<file path="config.mk">
export PLATFORM = sky130hd
export DESIGN_NAME = frogger_lane_renderer
export DESIGN_NICKNAME = d
export VERILOG_FILES = /design/src/rtl/frogger_pkg.sv /design/src/rtl/frogger_lane_renderer_lane_scroller.sv /design/src/rtl/frogger_lane_renderer.sv
export SDC_FILE = /design/constraint.sdc
export NUM_CORES = 1
export LEC_CHECK = 0
export BUFFER_PORTS_ARGS = -buffer_cell sky130_fd_sc_hd__buf_2
export CELL_PAD_IN_SITES_DETAIL_PLACEMENT = 0
export CELL_PAD_IN_SITES_GLOBAL_PLACEMENT = 1
export CORE_ASPECT_RATIO = 0.5
export CORE_UTILIZATION = 52
export CTS_CLUSTER_DIAMETER = 40
export DETAILED_ROUTE_END_ITERATION = 8
export PLACE_DENSITY_LB_ADDON = 0.1
export SETUP_SLACK_MARGIN = 0.2
export SLEW_MARGIN = 20
export SYNTH_ARGS = -nofsm -noshare
export SYNTH_HDL_FRONTEND = slang
export SYNTH_SLANG_ARGS = --single-unit
</file>
<file path="constraint.sdc">
create_clock -name clock -period 29.4 [get_ports clock]
set_clock_uncertainty 0.15 [all_clocks]
set_input_delay 4.41 -clock clock [delete_from_list [all_inputs] [get_ports clock]]
set_output_delay 4.41 -clock clock [all_outputs]
set_load 0.02 [all_outputs]
</file>
<file path="src/rtl/frogger_pkg.sv">
// Shared colour constants, lane config layout and screen defaults for the
// Frogger VGA pixel pipeline.
package frogger_pkg;

    localparam logic [7:0] COLOR_BLACK  = 8'b000_000_00;
    localparam logic [7:0] COLOR_GREEN  = 8'b000_111_00;
    localparam logic [7:0] COLOR_BLUE   = 8'b000_000_11;
    localparam logic [7:0] COLOR_RED    = 8'b111_000_00;
    localparam logic [7:0] COLOR_YELLOW = 8'b111_111_00;

    localparam int SPEED_W  = 4;
    localparam int LEN_W    = 8;
    localparam int COLOR_W  = 8;
    localparam int OFFSET_W = 8;
    localparam int COORD_W  = 10;

    localparam int H_ACTIVE_DEF = 640;
    localparam int V_ACTIVE_DEF = 480;

    typedef struct packed {
        logic [SPEED_W-1:0] speed;
        logic               dir;
        logic [LEN_W-1:0]   len;
        logic [COLOR_W-1:0] obj_color;
        logic [COLOR_W-1:0] bg_color;
        logic               hazard;
    } lane_cfg_t;

endpackage

</file>
<file path="src/rtl/frogger_lane_renderer_lane_scroller.sv">
// One lane: config registers plus the per-frame scroll offset.
module lane_scroller
    import frogger_pkg::*;
(
    input  logic                clock,
    input  logic                reset,
    input  logic                frame_start,
    input  logic                we,
    input  lane_cfg_t           cfg,
    output lane_cfg_t           lane_cfg,
    output logic [OFFSET_W-1:0] offset
);

    // Offset update reads the registered speed/dir, so a same-cycle write
    // only affects the following frame.
    always_ff @(posedge clock or posedge reset) begin
        if (reset) begin
            lane_cfg <= '0;
            offset   <= '0;
        end else begin
            if (frame_start) begin
                if (lane_cfg.dir)
                    offset <= offset + {4'b0, lane_cfg.speed};
                else
                    offset <= offset - {4'b0, lane_cfg.speed};
            end
            if (we)
                lane_cfg <= cfg;
        end
    end

endmodule

</file>
<file path="src/rtl/frogger_lane_renderer.sv">
// Lane-based pixel colour source with frog sprite overlay and per-frame
// frog/hazard collision detection; output is one cycle behind next_x/next_y.
module frogger_lane_renderer
    import frogger_pkg::*;
#(
    parameter int         NUM_LANES    = 8,
    parameter int         LANE_HEIGHT  = 60,
    parameter int         H_ACTIVE     = H_ACTIVE_DEF,
    parameter int         V_ACTIVE     = V_ACTIVE_DEF,
    parameter int         FROG_SIZE    = 16,
    parameter logic [7:0] FROG_COLOR   = COLOR_YELLOW,
    parameter logic [7:0] BORDER_COLOR = COLOR_BLUE,
    parameter int         LANE_W       = (NUM_LANES > 1) ? $clog2(NUM_LANES) : 1
)(
    input  logic               clock,
    input  logic               reset,
    input  logic [COORD_W-1:0] next_x,
    input  logic [COORD_W-1:0] next_y,
    input  logic               frame_start,
    input  logic [COORD_W-1:0] frog_x,
    input  logic [COORD_W-1:0] frog_y,
    input  logic               cfg_we,
    input  logic [LANE_W-1:0]  cfg_lane,
    input  logic [SPEED_W-1:0] cfg_speed,
    input  logic               cfg_dir,
    input  logic [LEN_W-1:0]   cfg_len,
    input  logic [COLOR_W-1:0] cfg_obj_color,
    input  logic [COLOR_W-1:0] cfg_bg_color,
    input  logic               cfg_hazard,
    output logic [COLOR_W-1:0] color_out,
    output logic               hit
);

    lane_cfg_t                               cfg_in;
    lane_cfg_t [NUM_LANES-1:0]               lane_cfg;
    logic      [NUM_LANES-1:0][OFFSET_W-1:0] lane_off;

    assign cfg_in = '{speed: cfg_speed, dir: cfg_dir, len: cfg_len,
                      obj_color: cfg_obj_color, bg_color: cfg_bg_color,
                      hazard: cfg_hazard};

    for (genvar g = 0; g < NUM_LANES; g++) begin : g_lane
        lane_scroller u_lane (
            .clock       (clock),
            .reset       (reset),
            .frame_start (frame_start),
            .we          (cfg_we && (cfg_lane == LANE_W'(g))),
            .cfg         (cfg_in),
            .lane_cfg    (lane_cfg[g]),
            .offset      (lane_off[g])
        );
    end

    // Lane index by threshold chain; rows past the last lane never use it.
    logic [LANE_W-1:0] lane_idx;
    always_comb begin
        lane_idx = '0;
        for (int k = 1; k < NUM_LANES; k++)
            if (int'(next_y) >= k * LANE_HEIGHT)
                lane_idx = LANE_W'(k);
    end

    lane_cfg_t           sel_cfg;
    logic [OFFSET_W-1:0] sel_off;
    logic [7:0]          pat_pos;
    logic                obj_pix;

    assign sel_cfg = lane_cfg[lane_idx];
    assign sel_off = lane_off[lane_idx];
    assign pat_pos = next_x[7:0] + sel_off;
    assign obj_pix = pat_pos < sel_cfg.len;

    logic [COORD_W:0] x_ext, y_ext, fx_ext, fy_ext;
    logic             visible, in_lanes, frog_pix, cur_hit;

    assign x_ext    = {1'b0, next_x};
    assign y_ext    = {1'b0, next_y};
    assign fx_ext   = {1'b0, frog_x};
    assign fy_ext   = {1'b0, frog_y};
    assign visible  = (int'(next_x) < H_ACTIVE) && (int'(next_y) < V_ACTIVE);
    assign in_lanes = int'(next_y) < NUM_LANES * LANE_HEIGHT;
    assign frog_pix = (x_ext >= fx_ext) && (x_ext < fx_ext + 11'(FROG_SIZE)) &&
                      (y_ext >= fy_ext) && (y_ext < fy_ext + 11'(FROG_SIZE));
    assign cur_hit  = visible && frog_pix && in_lanes && obj_pix && sel_cfg.hazard;

    logic [COLOR_W-1:0] pix_color;
    always_comb begin
        pix_color = sel_cfg.bg_color;
        if (!visible)
            pix_color = COLOR_BLACK;
        else if (frog_pix)
            pix_color = FROG_COLOR;
        else if (!in_lanes)
            pix_color = BORDER_COLOR;
        else if (obj_pix)
            pix_color = sel_cfg.obj_color;
    end

    // armed suppresses the partial frame between reset release and the first
    // frame_start, so hit first reflects a complete frame.
    logic hit_acc, armed;
    always_ff @(posedge clock or posedge reset) begin
        if (reset) begin
            color_out <= '0;
            hit       <= 1'b0;
            hit_acc   <= 1'b0;
            armed     <= 1'b0;
        end else begin
            color_out <= pix_color;
            if (frame_start) begin
                hit     <= armed & (hit_acc | cur_hit);
                hit_acc <= 1'b0;
                armed   <= 1'b1;
            end else if (cur_hit) begin
                hit_acc <= 1'b1;
            end
        end
    end

endmodule

</file>
# Word level (Yosys, flattened, before mapping)
# Cells that the tools add are included.
[word_totals]
mem_bits_ro = 0
output_inout_bits = 9
n_memories = 0
input_bits = 77
ram_bits = 0
regBits = 315
latch_bits = 0
[op_classes]
eq_ne = 7
bitwise_logic = 2
mux = 25
reduce_logical = 18
n_mul = 0
shift = 0
magnitude_cmp = 15
div = 0
n_addsub = 19
[ops]
columns = ["op", "n"]
rows = [
  ["8-bit 2-to-1 mux", 13],
  ["30-bit binary-select mux with 3-bit select", 1],
  ["8-bit by 4-bit adder with 8-bit output", 8],
  ["8-bit by 4-bit subtractor with 8-bit output", 8],
  ["10-bit by 9-bit greater-or-equal comparator with 1-bit output (second input constant)", 3],
  ["25-bit 2-to-1 mux", 1],
  ["8-bit binary-select mux with 3-bit select", 1],
  ["10-bit by 5-bit adder with 11-bit output (second input constant)", 2],
  ["10-bit by 11-bit < comparator with 1-bit output", 2],
  ["10-bit greater-or-equal comparator", 2],
  ["10-bit by 8-bit greater-or-equal comparator with 1-bit output (second input constant)", 2],
  ["3-bit 2-to-1 mux", 6],
  ["1-bit logical AND", 16],
  ["3-bit == test (second input constant)", 4],
  ["10-bit by 6-bit greater-or-equal comparator with 1-bit output (second input constant)", 1],
  ["10-bit by 7-bit greater-or-equal comparator with 1-bit output (second input constant)", 1],
  ["10-bit < comparator (second input constant)", 1],
  ["10-bit by 9-bit < comparator with 1-bit output (second input constant)", 1],
  ["8-bit adder", 1],
  ["8-bit < comparator", 1],
  ["3-bit by 2-bit == test with 1-bit output (second input constant)", 2],
  ["3-bit by 4-bit < comparator with 1-bit output (second input constant)", 1],
  ["3-bit by 1-bit == test with 1-bit output (second input constant)", 1],
  ["3-bit logical NOT", 1],
  ["other kinds (4)", 6],
]

# Longest topological paths before layout
# Gate-level depths: netlist of the first run.
[logic_depth]
depth_word = 16
ltp_mapped = 31

# Hierarchy
# A second synthesis of the first run with hierarchy kept.
[unflattened]
hier_cells = 1989
hier_area_um2 = 19711.4
[modules_own_cells]
columns = ["module", "area_each_um2", "cells_per_inst", "seq_area_each_um2", "n_inst"]
rows = [
  ["lane_scroller", 1898.1, 156, 950.9, 8],
  ["frogger_lane_renderer", 4526.8, 741, 275.3, 1],
]

# Worst setup path after synthesis of the first run
# Ideal clock, no wire load.
[synth_path]
kind = "input to register"
startpoint = "input next_y[4]"
endpoint = "register color_out[2]"
arrival_time_ns = 9.226
stages = 31
setup_slack_ns = 19.930
required_ns = 29.155
setup_time_ns = 0.095
cell_sequence = "buf_2 nand3_1 a21o_1 nor2_1 buf_4 buf_2 buf_2 clkbuf_1 nand2_1 nand3_1 nand3_1 nand2_1 ha_1 a21oi_1 nand2_1 nand3_1 nand2_1 a21o_1 a21oi_1 xnor2_1 xnor2_1 ha_1 a21oi_1 o21ai_0 a21oi_1 nand3b_1 o31ai_1 or2_1 buf_6 mux2_4 a211oi_1"
[synth_between]
elab_chain_cells = 16
elab_cells_between_ends = 30
cone_classes = "1 x add/sub; 11 x order compare; 15 x mux; 3 x reduce/logical"
[synth_lines]
columns = ["element", "line", "rtl"]
rows = [
  ["start: declaration", "frogger_lane_renderer.sv:18", "input logic [COORD_W-1:0] next_y,"],
  ["10-bit by 6-bit greater-or-equal comparator with 1-bit output", "frogger_lane_renderer.sv:59", "if (int'(next_y) >= k * LANE_HEIGHT)"],
  ["1-bit 2-to-1 mux", "frogger_lane_renderer.sv:59", ""],
  ["3-bit 2-to-1 mux (6 in a row)", "frogger_lane_renderer.sv:59", ""],
  ["8-bit binary-select mux with 3-bit select", "frogger_lane_renderer.sv:69", "assign sel_off = lane_off[lane_idx];"],
  ["8-bit 2-to-1 mux (implied by the code)", "frogger_lane_renderer.sv:69", ""],
  ["8-bit adder", "frogger_lane_renderer.sv:70", "assign pat_pos = next_x[7:0] + sel_off;"],
  ["8-bit < comparator", "frogger_lane_renderer.sv:71", "assign obj_pix = pat_pos < sel_cfg.len;"],
  ["8-bit 2-to-1 mux", "frogger_lane_renderer.sv:95", "else if (obj_pix)"],
  ["8-bit 2-to-1 mux", "frogger_lane_renderer.sv:93", "else if (!in_lanes)"],
  ["8-bit 2-to-1 mux", "frogger_lane_renderer.sv:91", "else if (frog_pix)"],
  ["8-bit 2-to-1 mux *", "frogger_lane_renderer.sv:89", "if (!visible)"],
  ["net pix_color[2]", "frogger_lane_renderer.sv:86", "logic [COLOR_W-1:0] pix_color;"],
  ["end signal: assignment", "frogger_lane_renderer.sv:109", "color_out <= pix_color;"],
  ["end: declaration", "frogger_lane_renderer.sv:30", "output logic [COLOR_W-1:0] color_out,"],
]
# The timed path passes the listed nets; every way through them passes the cells marked *. The select of a mux whose other input is x is not followed.
# A chain may end at the register's enable or synchronous reset.

# Worst setup path after layout of the first run
[layout_path]
startpoint = "input next_y[6]"
endpoint = "register hit"
[layout_between]
elab_chain_cells = 16
elab_cells_between_ends = 32
cone_classes = "1 x add/sub; 11 x order compare; 11 x mux; 2 x bitwise; 7 x reduce/logical"
[layout_lines]
columns = ["element", "line", "rtl"]
rows = [
  ["10-bit by 6-bit greater-or-equal comparator with 1-bit output", "frogger_lane_renderer.sv:59", ""],
  ["1-bit 2-to-1 mux", "frogger_lane_renderer.sv:59", ""],
  ["3-bit 2-to-1 mux (6 in a row)", "frogger_lane_renderer.sv:59", ""],
  ["8-bit binary-select mux with 3-bit select", "frogger_lane_renderer.sv:69", ""],
  ["8-bit 2-to-1 mux (implied by the code)", "frogger_lane_renderer.sv:69", ""],
  ["8-bit adder", "frogger_lane_renderer.sv:70", ""],
  ["8-bit < comparator", "frogger_lane_renderer.sv:71", ""],
  ["1-bit logical AND", "frogger_lane_renderer.sv:84", "assign cur_hit = visible && frog_pix && in_lanes && obj_pix && sel_cfg.hazard;"],
  ["1-bit logical AND *", "frogger_lane_renderer.sv:84", ""],
  ["1-bit OR *", "frogger_lane_renderer.sv:111", "hit <= armed & (hit_acc | cur_hit);"],
  ["1-bit AND *", "frogger_lane_renderer.sv:111", ""],
  ["end signal: assignment", "frogger_lane_renderer.sv:111", ""],
  ["end: declaration", "frogger_lane_renderer.sv:31", "output logic hit"],
]
# Every way passes the cells marked *; elsewhere a longest branch is shown, timed or not. The select of a mux whose other input is x is not followed.

==> flow_metrics.env, run 1 <==
export IMPL_cts_inserted_buffers=36
export IMPL_cpPeakStageDelay_ps=590
export IMPL_min_delay_path_depth=1
export IMPL_cts_root_buffer="clkbuf_16"
export IMPL_crit_buf_inv=2
export IMPL_layout_drive_gt1_share_pct=27.2
export IMPL_fin_crit_ps=10280
export IMPL_required_ps=29720
export IMPL_synth_largest_area_cell="dfrtp_1"
export IMPL_synth_seq_cells=315
export IMPL_r2r_slack_ps=24330
export IMPL_worst_slew_pin_slew_ps=888
export IMPL_die_w_um=269
export IMPL_h_tree_depth=2
export IMPL_cp_max_fo=51
export IMPL_hold_path_end="armed"
export IMPL_vias=13198
export IMPL_cts_resized=0
export IMPL_ctsHoldBuffers=0
export IMPL_r2r_cells=22
export IMPL_wl_per_cell_um=19.8
export IMPL_yosys_most_used_dff="dfrtp_1"
export IMPL_tns_ps=0
export IMPL_hpwl_um=30300
export IMPL_gp_congestion=0.872
export IMPL_swShare_pct=35.3
export IMPL_rows=48
export IMPL_min_path_type="register to register"
export IMPL_maxCapViolCount=0
export IMPL_path_class="primary input to register"
export IMPL_setup_violations=0
export IMPL_grt_usage_pct=25.3
export IMPL_grt_pass1_wl_um=72800
export IMPL_clock_sinks=315
export IMPL_ios=86
export IMPL_slew_violations=0
export IMPL_synth_avg_cell_area_sq_um=10.7
export IMPL_ant_nets=0
export IMPL_layout_nets=1997
export IMPL_ir_drop_v=0.0000541
export IMPL_drtIter0Drc=706
export IMPL_end_kind="register"
export IMPL_routed_via_density=5.77
export IMPL_n_fill_cell=2887
export IMPL_slew_headroom_pct=40.8
export IMPL_p_seq_share_pct=35.0
export IMPL_clock_power_share_pct=24.4
export IMPL_crit_path_top_delay_cell="nor4_4"
export IMPL_grt_overflow=0
export IMPL_synth_nets=1948
export IMPL_cp_start_kind="primary input"
export IMPL_port_buffers=85
export IMPL_max_freq_mhz=97.3
export IMPL_route_detailed_drc=0
export IMPL_ys_warn_count=0
export IMPL_critPathLaunch="next_y[6]"
export IMPL_syn_area_sq_um=18600
export IMPL_hold_viol_final=0
export IMPL_die_h_um=136
export IMPL_cp_arrival_ps=10600
export IMPL_synthCells=1740
export IMPL_post_cts_buffers=0
export IMPL_outcome="completed"
export IMPL_p_int_mw=1.23
export IMPL_synth_cell_types=62
export IMPL_critPathMostFrequentCell="a21oi_1"
export IMPL_hp_start="armed"
export IMPL_cts_buffer_depth=3
export IMPL_start_util_pct=53.3
export IMPL_yosysSeqAreaShare_pct=42.5
export IMPL_dieArea_sq_um=36500
export IMPL_coreArea_sq_um=34800
export IMPL_stdcell_count=2288
export IMPL_async_flop_share_pct=100
export IMPL_rsz0062_at_grt="false"
export IMPL_dp_cells=2226
export IMPL_powerDensity_nw_per_um2=92.1
export IMPL_synth_area_leaders="dfrtp_1 (42%), mux2_2 (18%), ha_1 (8.2%), nand2_1 (4.7%), nand3_1 (2.6%)"
export IMPL_dr_pass1_iters=4
export IMPL_clk_pin_slew_ps=60
export IMPL_timing_rr_start="g_lane[5].u_lane.offset[2]"
export IMPL_p_leak_nw=9.36
export IMPL_synth_edff_count=0
export IMPL_cts_tree="done"
export IMPL_net_switching_power_uw=669
export IMPL_r2r_end="hit"
export IMPL_grt_start_max_net_pins=105
export IMPL_clk_latency_ps=530
export IMPL_p_comb_share_pct=40.6
export IMPL_min_period_over_period_pct=35.0
export IMPL_antenna_found_initial=1
export IMPL_grt_pass1_vias=13575
export IMPL_syn2layout_area_growth_pct=11.0
export IMPL_crit_family="simple AND/OR/NAND/NOR gates"
export IMPL_routed_wl_um=45200
export IMPL_yosysTopAreaCellShare_pct=42.5
-- worst max path at each step --
stage	endpoint	slack, ps	cells past startpoint
after detailed placement	hit_acc	18260	27
after global routing	hit_acc	18540	27
after global placement	hit	18570	27
final	hit	19120	27
after CTS	hit	18790	26
after floorplan	armed	16130	1
-- logic make-up after synthesis --
| kind of cell | after synthesis | synth area share (%) |
|---|---|---|
| AOI/OAI and AO/OA | 244 | 8.45 |
| xor gates and xnor gates | 63 | 2.97 |
| and+or+nand+nor | 492 | 12.1 |
| DFF | 315 | 42.5 |
| adders and majority gates | 131 | 9.19 |
| muxes | 329 | 21.2 |
| buffers and inverters | 166 | 3.60 |
-- sequential cells by signal (all words and copies together) (netlist names) --
| name | cells |
|---|---|
| armed | 1 |
| g_lane.u_lane.offset | 64 |
| g_lane.u_lane.lane_cfg | 240 |
| hit | 1 |
| hit_acc | 1 |
| color_out | 8 |
-- power groups by stage --
stage	sequential, mW	clock, mW	combinational (mW)
finish	0.664	0.463	0.771
CTS	0.664	0.473	0.775
detailed placement	0.670	0	0.767
global route	0.681	0.491	0.865
global placement	0.662	0	0.736
floorplan	0.629	0	0.630
-- cell usage in the layout, fill, tap and decap left out, types with 4 or more instances in the layout --
cell type	synthesis	final
and4b_1	8	8
fa_1	9	9
nand3b_1	5	5
nor2b_1	4	4
o211a_1	4	4
bufinv_16	0	4
inv_1	74	73
nand3_1	96	96
a311oi_1	8	8
nor3_1	22	20
a21o_1	17	17
o21bai_1	26	26
clkbuf_16	0	38
mux4_2	20	20
nand2b_1	16	16
clkbuf_1	56	6
dfrtp_1	315	315
mux2_2	292	292
buf_2	15	84
nor2_1	66	65
o21a_1	10	10
ha_1	122	122
a21oi_1	86	86
o21ai_0	32	32
o31ai_1	10	10
nor3b_1	11	9
a211oi_1	16	16
buf_4	3	17
nand2_1	233	233
and3_1	8	8
mux2_4	5	5
mux2i_1	11	11
clkinv_2	0	4
nand4_1	5	5
xnor2_1	52	52
xor2_1	11	11
a31oi_1	16	16
-- worst register-to-register path: stages, from the launching register on --
cell and delay (ps):
dfrtp_1 430, nand2_1 90, nand3_1 90, nand3_1 130
nand2_1 100, ha_1 330, a21oi_1 160, nand2_1 110
nand3_1 90, nand2_1 80, a21o_1 180, a21oi_1 160
xnor2_1 150, xnor2_1 160, ha_1 270, a21oi_1 130
o21ai_0 100, a21oi_1 220, nand3b_1 160, nor4_4 590
nor2_1 380, o41ai_1 530, a31o_2 210
-- metal layers --
| layer | GRT usage [%] | routed length (um) | vias up |
|---|---|---|---|
| li1 | - | - | 6267 |
| met1 | 33.6 | 20800 | 6658 |
| met2 | 44.0 | 21900 | 211 |
| met3 | 3.99 | 1750 | 62 |
| met4 | 5.46 | 713 | 0 |
| met5 | 0 | 0 | - |
-- final cells by class --
cell class                      instances  area (sq um)  area share, %
Inverter                               74           285           1.38
Multi-Input combinational cell       1259         10100           48.8
Timing Repair Buffer                  103           571           2.77
Clock buffer                           46          1000           4.86
Clock inverter                         15           214           1.04
Antenna cell                            1          2.50         0.0121
Sequential cell                       315          7880           38.3
Tap cell                              475           594           2.88
-- through the flow --
stage	utilization (%)	hold slack, ps	setup WS, ps	total power [mW]	cell area, sq um
after floorplan	-	287	16130	1.26	18600
after global placement	55.6	307	18570	1.40	19400
after detailed placement	55.6	300	18260	1.44	19400
after CTS	59.1	325	18790	1.91	20600
after global routing	59.2	347	18540	2.04	20600
final	59.2	322	19120	1.90	20600
-- Yosys cell counts, drive strengths merged (23+ instances only) --
cell type,number
a21oi,86
buf,36
clkbuf,56
dfrtp,315
ha,122
inv,74
mux2,298
nand2,234
nand3,96
nor2,66
nor3,23
o21ai,34
o21bai,26
xnor2,52
Power figures use the tool's default switching activity.
==> inputs of run 2 (changes only) <==
--- a/config.mk
+++ b/config.mk
@@ -9,7 +9,7 @@
 export CELL_PAD_IN_SITES_DETAIL_PLACEMENT = 0
 export CELL_PAD_IN_SITES_GLOBAL_PLACEMENT = 1
 export CORE_ASPECT_RATIO = 0.5
-export CORE_UTILIZATION = 52
+export CORE_UTILIZATION = 45
 export CTS_CLUSTER_DIAMETER = 40
 export DETAILED_ROUTE_END_ITERATION = 8
 export PLACE_DENSITY_LB_ADDON = 0.1
==> constraint.sdc (replaced) <==
create_clock -name clock -period 8.7 [get_ports clock]
set_clock_uncertainty 0.15 [all_clocks]
set_input_delay 1.305 -clock clock [delete_from_list [all_inputs] [get_ports clock]]
set_output_delay 1.305 -clock clock [all_outputs]
set_load 0.02 [all_outputs]
==> run 2 against run 1 <==
  * Global-route usage decreased by 2.3 points
  * Critical path depth decreased by 2
  * Power increased to 3.4 times the previous value
  * Cell count increased by 3.2%
  * Via count decreased by 0.88%
  * Sequential share of layout area decreased by 0.40 points
  * Clock power increased to 3.7 times the previous value
  * Design area increased by 1.0%
  * Utilization decreased by 7.8 points
  * Critical path type unchanged
  * Largest cell class unchanged
==> flow_metrics.env, run 2 (synthesized netlist as in run 1, its figures left out) <==
export IMPL_outcome="completed"
export IMPL_timing_rr_start="g_lane[5].u_lane.offset[2]"
export IMPL_setup_violations=0
export IMPL_required_ps=9000
export IMPL_largest_reg_flops=240
export IMPL_final_seq_area_sq_um=7880
export IMPL_clock_sinks=315
export IMPL_hold_viol_final=0
export IMPL_end_kind="register"
export IMPL_cpPeakStageDelay_ps=620
export IMPL_path_class="primary input to register"
export IMPL_crit_family="simple AND/OR/NAND/NOR gates"
export IMPL_final_common_cell="dfrtp_1"
export IMPL_cts_tree="done"
export IMPL_cts_resized=0
export IMPL_multiInputGateArea_sq_um=10000
export IMPL_ant_nets=0
export IMPL_grt_usage_pct=23.0
export IMPL_hp_start="armed"
export IMPL_grt_pass1_wl_um=76100
export IMPL_slew_headroom_pct=33.0
export IMPL_fin_crit_ps=6680
export IMPL_power_mw=6.52
export IMPL_max_freq_mhz=150
export IMPL_layout_drive_gt1_share_pct=27.7
export IMPL_antenna_found_initial=0
export IMPL_drtIter0Drc=682
export IMPL_min_period_over_period_pct=76.8
export IMPL_route_detailed_drc=0
export IMPL_ctsHoldBuffers=0
export IMPL_post_cts_buffers=0
export IMPL_grt_overflow=0
export IMPL_h_tree_depth=2
export IMPL_cp_start_kind="primary input"
export IMPL_stdcell_count=2361
export IMPL_maxCapViolCount=0
export IMPL_hold_ws_ps=336
export IMPL_clk_pin_slew_ps=60
export IMPL_grt_start_max_net_pins=170
export IMPL_rsz0062_at_grt="false"
export IMPL_tns_ps=0
export IMPL_p_leak_nw=9.43
export IMPL_clk_latency_ps=550
export IMPL_top_regs="g_lane.u_lane.lane_cfg (240), g_lane.u_lane.offset (64), color_out (8)"
export IMPL_routed_via_density=5.54
export IMPL_regMostFlops="g_lane.u_lane.lane_cfg"
export IMPL_worst_slew_pin_slew_ps=1000
export IMPL_die_w_um=289
export IMPL_cts_inserted_buffers=38
export IMPL_start_util_pct=45.8
export IMPL_post_dp_cell_area_sq_um=19500
export IMPL_critPathLaunch="next_y[9]"
export IMPL_layout_nets=2000
export IMPL_dp_cells=2292
export IMPL_dieArea_sq_um=42100
export IMPL_n_fill_cell=3648
export IMPL_port_buffers=85
export IMPL_pre_cts_ws_ps=1490
export IMPL_gp_congestion=0.859
export IMPL_die_h_um=146
export IMPL_ir_drop_v=0.000145
export IMPL_cts_buffer_depth=3
export IMPL_final_core_util_pct=51.4
export IMPL_hpwl_um=30600
export IMPL_vias=13082
export IMPL_ios=86
export IMPL_crit_buf_inv=2
export IMPL_grt_pass1_vias=13709
export IMPL_cts_root_buffer="clkbuf_16"
export IMPL_slew_violations=0
export IMPL_cp_arrival_ps=6980
export IMPL_crit_path_top_delay_cell="and2_1"
export IMPL_setup_slack_ps=2020
export IMPL_rows=52
export IMPL_wl_per_cell_um=19.6
export IMPL_critPathMostFrequentCell="a21oi_1"
export IMPL_powerDensity_nw_per_um2=313
export IMPL_cp_max_fo=18
export IMPL_min_path_type="register to register"
export IMPL_routed_wl_um=46400
export IMPL_final_cell_area_sq_um=20800
export IMPL_syn2layout_area_growth_pct=12.2
export IMPL_dr_pass1_iters=5
export IMPL_coreArea_sq_um=40500
export IMPL_layout_common_cells="dfrtp_1 (315), mux2_2 (292), nand2_1 (233)"
-- run 2: changes by cell type in the layout (fill, tap and decap cells not counted) --
cell / delta
clkbuf_8: +1
bufinv_16: +1
nor4_4: -1
buf_12: +2
nor4_2: +1
clkinv_2: +2
clkbuf_16: +1
clkbuf_1: -4
clkinvlp_4: +2
buf_6: -1
inv_6: +4
-- run 2: power breakdown --
| part | switching [mW] | internal (mW) | total [mW] |
|---|---|---|---|
| Clock | 0.683 | 1.01 | 1.69 |
| Combinational | 1.26 | 1.32 | 2.58 |
| Sequential | 0.358 | 1.89 | 2.25 |
-- run 2: per-layer routing --
| layer | part of all wire (%) | GRT usage, % |
|---|---|---|
| met2 | 49 | 38.3 |
| met1 | 47 | 31.9 |
| met4 | 1.7 | 4.74 |
| met5 | 0 | 0 |
| met3 | 3.0 | 3.37 |
-- run 2: cell type report --
cell class                      instances  area share [%]
Multi-Input combinational cell       1259            48.3
Sequential cell                       315            37.9
Clock buffer                           44            4.92
Tap cell                              540            3.24
Timing Repair Buffer                  104            2.88
Clock inverter                         24            1.48
Inverter                               74            1.35
Antenna cell                            1          0.0120
-- run 2: worst paths after layout --
| path | to | slack, ps | cells past startpoint |
|---|---|---|---|
| worst max-delay path | color_out[2] | 2020 | 25 |
| worst min-delay path | armed | 340 | 1 |
| worst max register to register | color_out[2] | 3920 | 23 |
| worst min register to register | armed | 340 | 1 |
| max in group asynchronous | g_lane[1].u_lane.offset[7] | 6130 | 4 |
| min in group asynchronous | g_lane[3].u_lane.lane_cfg[6] | 820 | 3 |
-- run 2: worst reg2reg max path: stages (launching register included) --
cell	delay, ps
dfrtp_1	450
nand2_1	90
nand3_1	80
nand3_1	110
nand2_1	100
ha_1	310
a21oi_1	160
nand2_1	100
nand3_1	90
nand2_1	80
a21o_1	180
a21oi_1	170
xnor2_1	150
xnor2_1	100
ha_1	330
a21oi_1	120
o21ai_0	110
a21oi_1	220
nand3b_1	120
nor4_2	320
buf_4	250
or2_1	360
mux2_4	330
a211oi_1	240
==> inputs of run 3 (changes only) <==
==> constraint.sdc (replaced) <==
create_clock -name clock -period 6.1 [get_ports clock]
set_clock_uncertainty 0.15 [all_clocks]
set_input_delay 0.915 -clock clock [delete_from_list [all_inputs] [get_ports clock]]
set_output_delay 0.915 -clock clock [all_outputs]
set_load 0.02 [all_outputs]
==> run 3 against run 2 <==
  * Clock power grew 45%
  * Power up 45%
  * Setup slack got worse by 1500 ps
  * Flip-flop and latch count unchanged
  * First-iteration DRC count up 17%
  * Count of clock-buffer cells in the layout is 8 higher
  * Global-route usage up 0.055 points
  * Combinational power is 47% higher
  * Register-to-register slack lost 2300 ps
  * Die area stayed put
  * Via count increased by 1.1%
  * Critical path type unchanged
==> flow_metrics.env, run 3 (synthesized netlist as in run 1, its figures left out) <==
export IMPL_syn2layout_area_growth_pct=13.3
export IMPL_crit_family="compound AO/OA/AOI/OAI gates"
export IMPL_die_w_um=289
export IMPL_grt_overflow=0
export IMPL_cts_root_buffer="clkbuf_16"
export IMPL_outcome="completed"
export IMPL_min_delay_path_depth=1
export IMPL_start_util_pct=45.8
export IMPL_top_regs="g_lane.u_lane.lane_cfg (240), g_lane.u_lane.offset (64), color_out (8)"
export IMPL_grt_pass1_vias=13663
export IMPL_hpwl_um=31100
export IMPL_layout_drive_gt1_share_pct=28.5
export IMPL_drtIter0Drc=797
export IMPL_ios=86
export IMPL_regMostFlops="g_lane.u_lane.lane_cfg"
export IMPL_crit_path_top_delay_cell="fa_1"
export IMPL_rsz0062_at_grt="false"
export IMPL_wl_met3_um=1580
export IMPL_slew_violations=0
export IMPL_clk_pin_slew_ps=60
export IMPL_cts_buffer_depth=3
export IMPL_end_kind="register"
export IMPL_r2r_end="color_out[3]"
export IMPL_routed_wl_um=46800
export IMPL_r2r_cells=23
export IMPL_pre_cts_ws_ps=10.2
export IMPL_tns_ps=0
export IMPL_slew_headroom_pct=34.2
export IMPL_grt_start_max_net_pins=159
export IMPL_route_detailed_drc=0
export IMPL_clk_latency_ps=530
export IMPL_wl_per_cell_um=19.7
export IMPL_powerDensity_nw_per_um2=450
export IMPL_cts_tree="done"
export IMPL_grt_usage_pct=23.1
export IMPL_r2r_slack_ps=1620
export IMPL_final_common_cell="dfrtp_1"
export IMPL_cp_depth=26
export IMPL_crit_buf_inv=3
export IMPL_coreArea_sq_um=40500
export IMPL_vias=13230
export IMPL_routed_via_density=5.57
export IMPL_n_fill_cell=3622
export IMPL_cp_start_kind="primary input"
export IMPL_setup_slack_ps=551
export IMPL_hp_start="armed"
export IMPL_required_ps=6370
export IMPL_dr_pass1_iters=5
export IMPL_min_path_type="register to register"
export IMPL_maxCapViolCount=0
export IMPL_min_period_over_period_pct=91.0
export IMPL_hold_path_end="armed"
export IMPL_final_seq_area_sq_um=7880
export IMPL_layout_nets=2014
export IMPL_layout_common_cells="dfrtp_1 (315), mux2_2 (292), nand2_1 (233)"
export IMPL_max_freq_mhz=180
export IMPL_clock_sinks=315
export IMPL_dieArea_sq_um=42100
export IMPL_top_layer="met4"
export IMPL_cp_max_fo=23
export IMPL_ir_drop_v=0.000212
export IMPL_multiInputGateArea_sq_um=10100
export IMPL_p_leak_nw=9.52
export IMPL_hold_viol_final=0
export IMPL_fin_crit_ps=5550
export IMPL_hold_ws_ps=342
export IMPL_cp_arrival_ps=5820
export IMPL_met1Wirelength_um=22600
export IMPL_wl_met2_um=21700
export IMPL_setup_violations=0
export IMPL_cpPeakStageDelay_ps=400
export IMPL_power_mw=9.45
export IMPL_path_class="primary input to register"
export IMPL_ant_nets=0
export IMPL_worst_slew_pin_slew_ps=987
export IMPL_rows=52
export IMPL_antenna_found_initial=2
export IMPL_timing_rr_start="g_lane[7].u_lane.offset[2]"
export IMPL_h_tree_depth=2
export IMPL_cts_inserted_buffers=39
export IMPL_die_h_um=146
export IMPL_grt_pass1_wl_um=76300
export IMPL_largest_reg_flops=240
export IMPL_gp_congestion=0.882
export IMPL_port_buffers=85
==> run 3: cell types whose count changed in the layout (fill, tap and decap cells not counted), sizes merged <==
| cell | before | now |
|---|---|---|
| buf | 104 | 117 |
| bufinv | 5 | 4 |
| clkbuf | 44 | 52 |
| clkinv | 9 | 7 |
| clkinvlp | 4 | 5 |
| diode | 1 | 2 |
| inv | 80 | 76 |
==> run 3: cell type report <==
| cell class | instances | share of cell area [%] |
|---|---|---|
| Clock buffer | 52 | 5.46 |
| Sequential cell | 315 | 37.5 |
| Inverter | 74 | 1.34 |
| Multi-Input combinational cell | 1259 | 48.0 |
| Antenna cell | 2 | 0.0238 |
| Tap cell | 540 | 3.21 |
| Timing Repair Buffer | 117 | 3.33 |
| Clock inverter | 18 | 1.10 |
==> run 3: worst register-to-register path, delay by kind of cell (launching register included) <==
kind / cells / cell delay (ps)
and+or+nand+nor: 9 / 930
xor gates and xnor gates: 2 / 250
muxes: 1 / 310
adders and majority gates: 2 / 650
AOI/OAI and AO/OA: 8 / 1470
buffers and inverters: 1 / 190
DFF: 1 / 440
==> run 3: worst max-delay path by stage <==
stage	startpoint	end	slack, ps
2_1_floorplan	next_y[4]	color_out[2]	210
3_3_place_gp	next_y[4]	color_out[5]	140
3_5_place_dp	next_y[8]	color_out[3]	10
4_1_cts	next_y[8]	color_out[3]	520
5_1_grt	next_y[3]	color_out[3]	260
6_report	next_y[6]	color_out[3]	550
==> run 3: layer usage <==
metal  vias up  track usage (%)
li1       6296                -
met1      6692             32.8
met2       179             36.8
met3        63             3.65
met4         0             5.82
met5         -                0
==> run 3: metrics by stage <==
| step | cells | cell area (sq um) | utilization, % |
|---|---|---|---|
| detailed placement | 2305 | 19600 | 48.4 |
| global placement | 2304 | 19600 | 48.3 |
| floorplan | 1740 | 18600 | - |
| CTS | 2375 | 21000 | 51.8 |
| global route | 2376 | 21000 | 51.9 |
| finish | 2377 | 21000 | 51.9 |
==> run 3: where the power goes <==
| group | internal [mW] | switching [mW] |
|---|---|---|
| logic | 1.93 | 1.86 |
| registers | 2.70 | 0.512 |
| clock network | 1.50 | 0.947 |
| total | 6.13 | 3.32 |
==> run 3: repair_timing <==
action	4_1_cts	5_1_grt
hold buffers	0	0
endpoints found under the setup margin	0	6
resized for setup	0	6
setup buffers	0	0
hold endpoints to repair	0	0
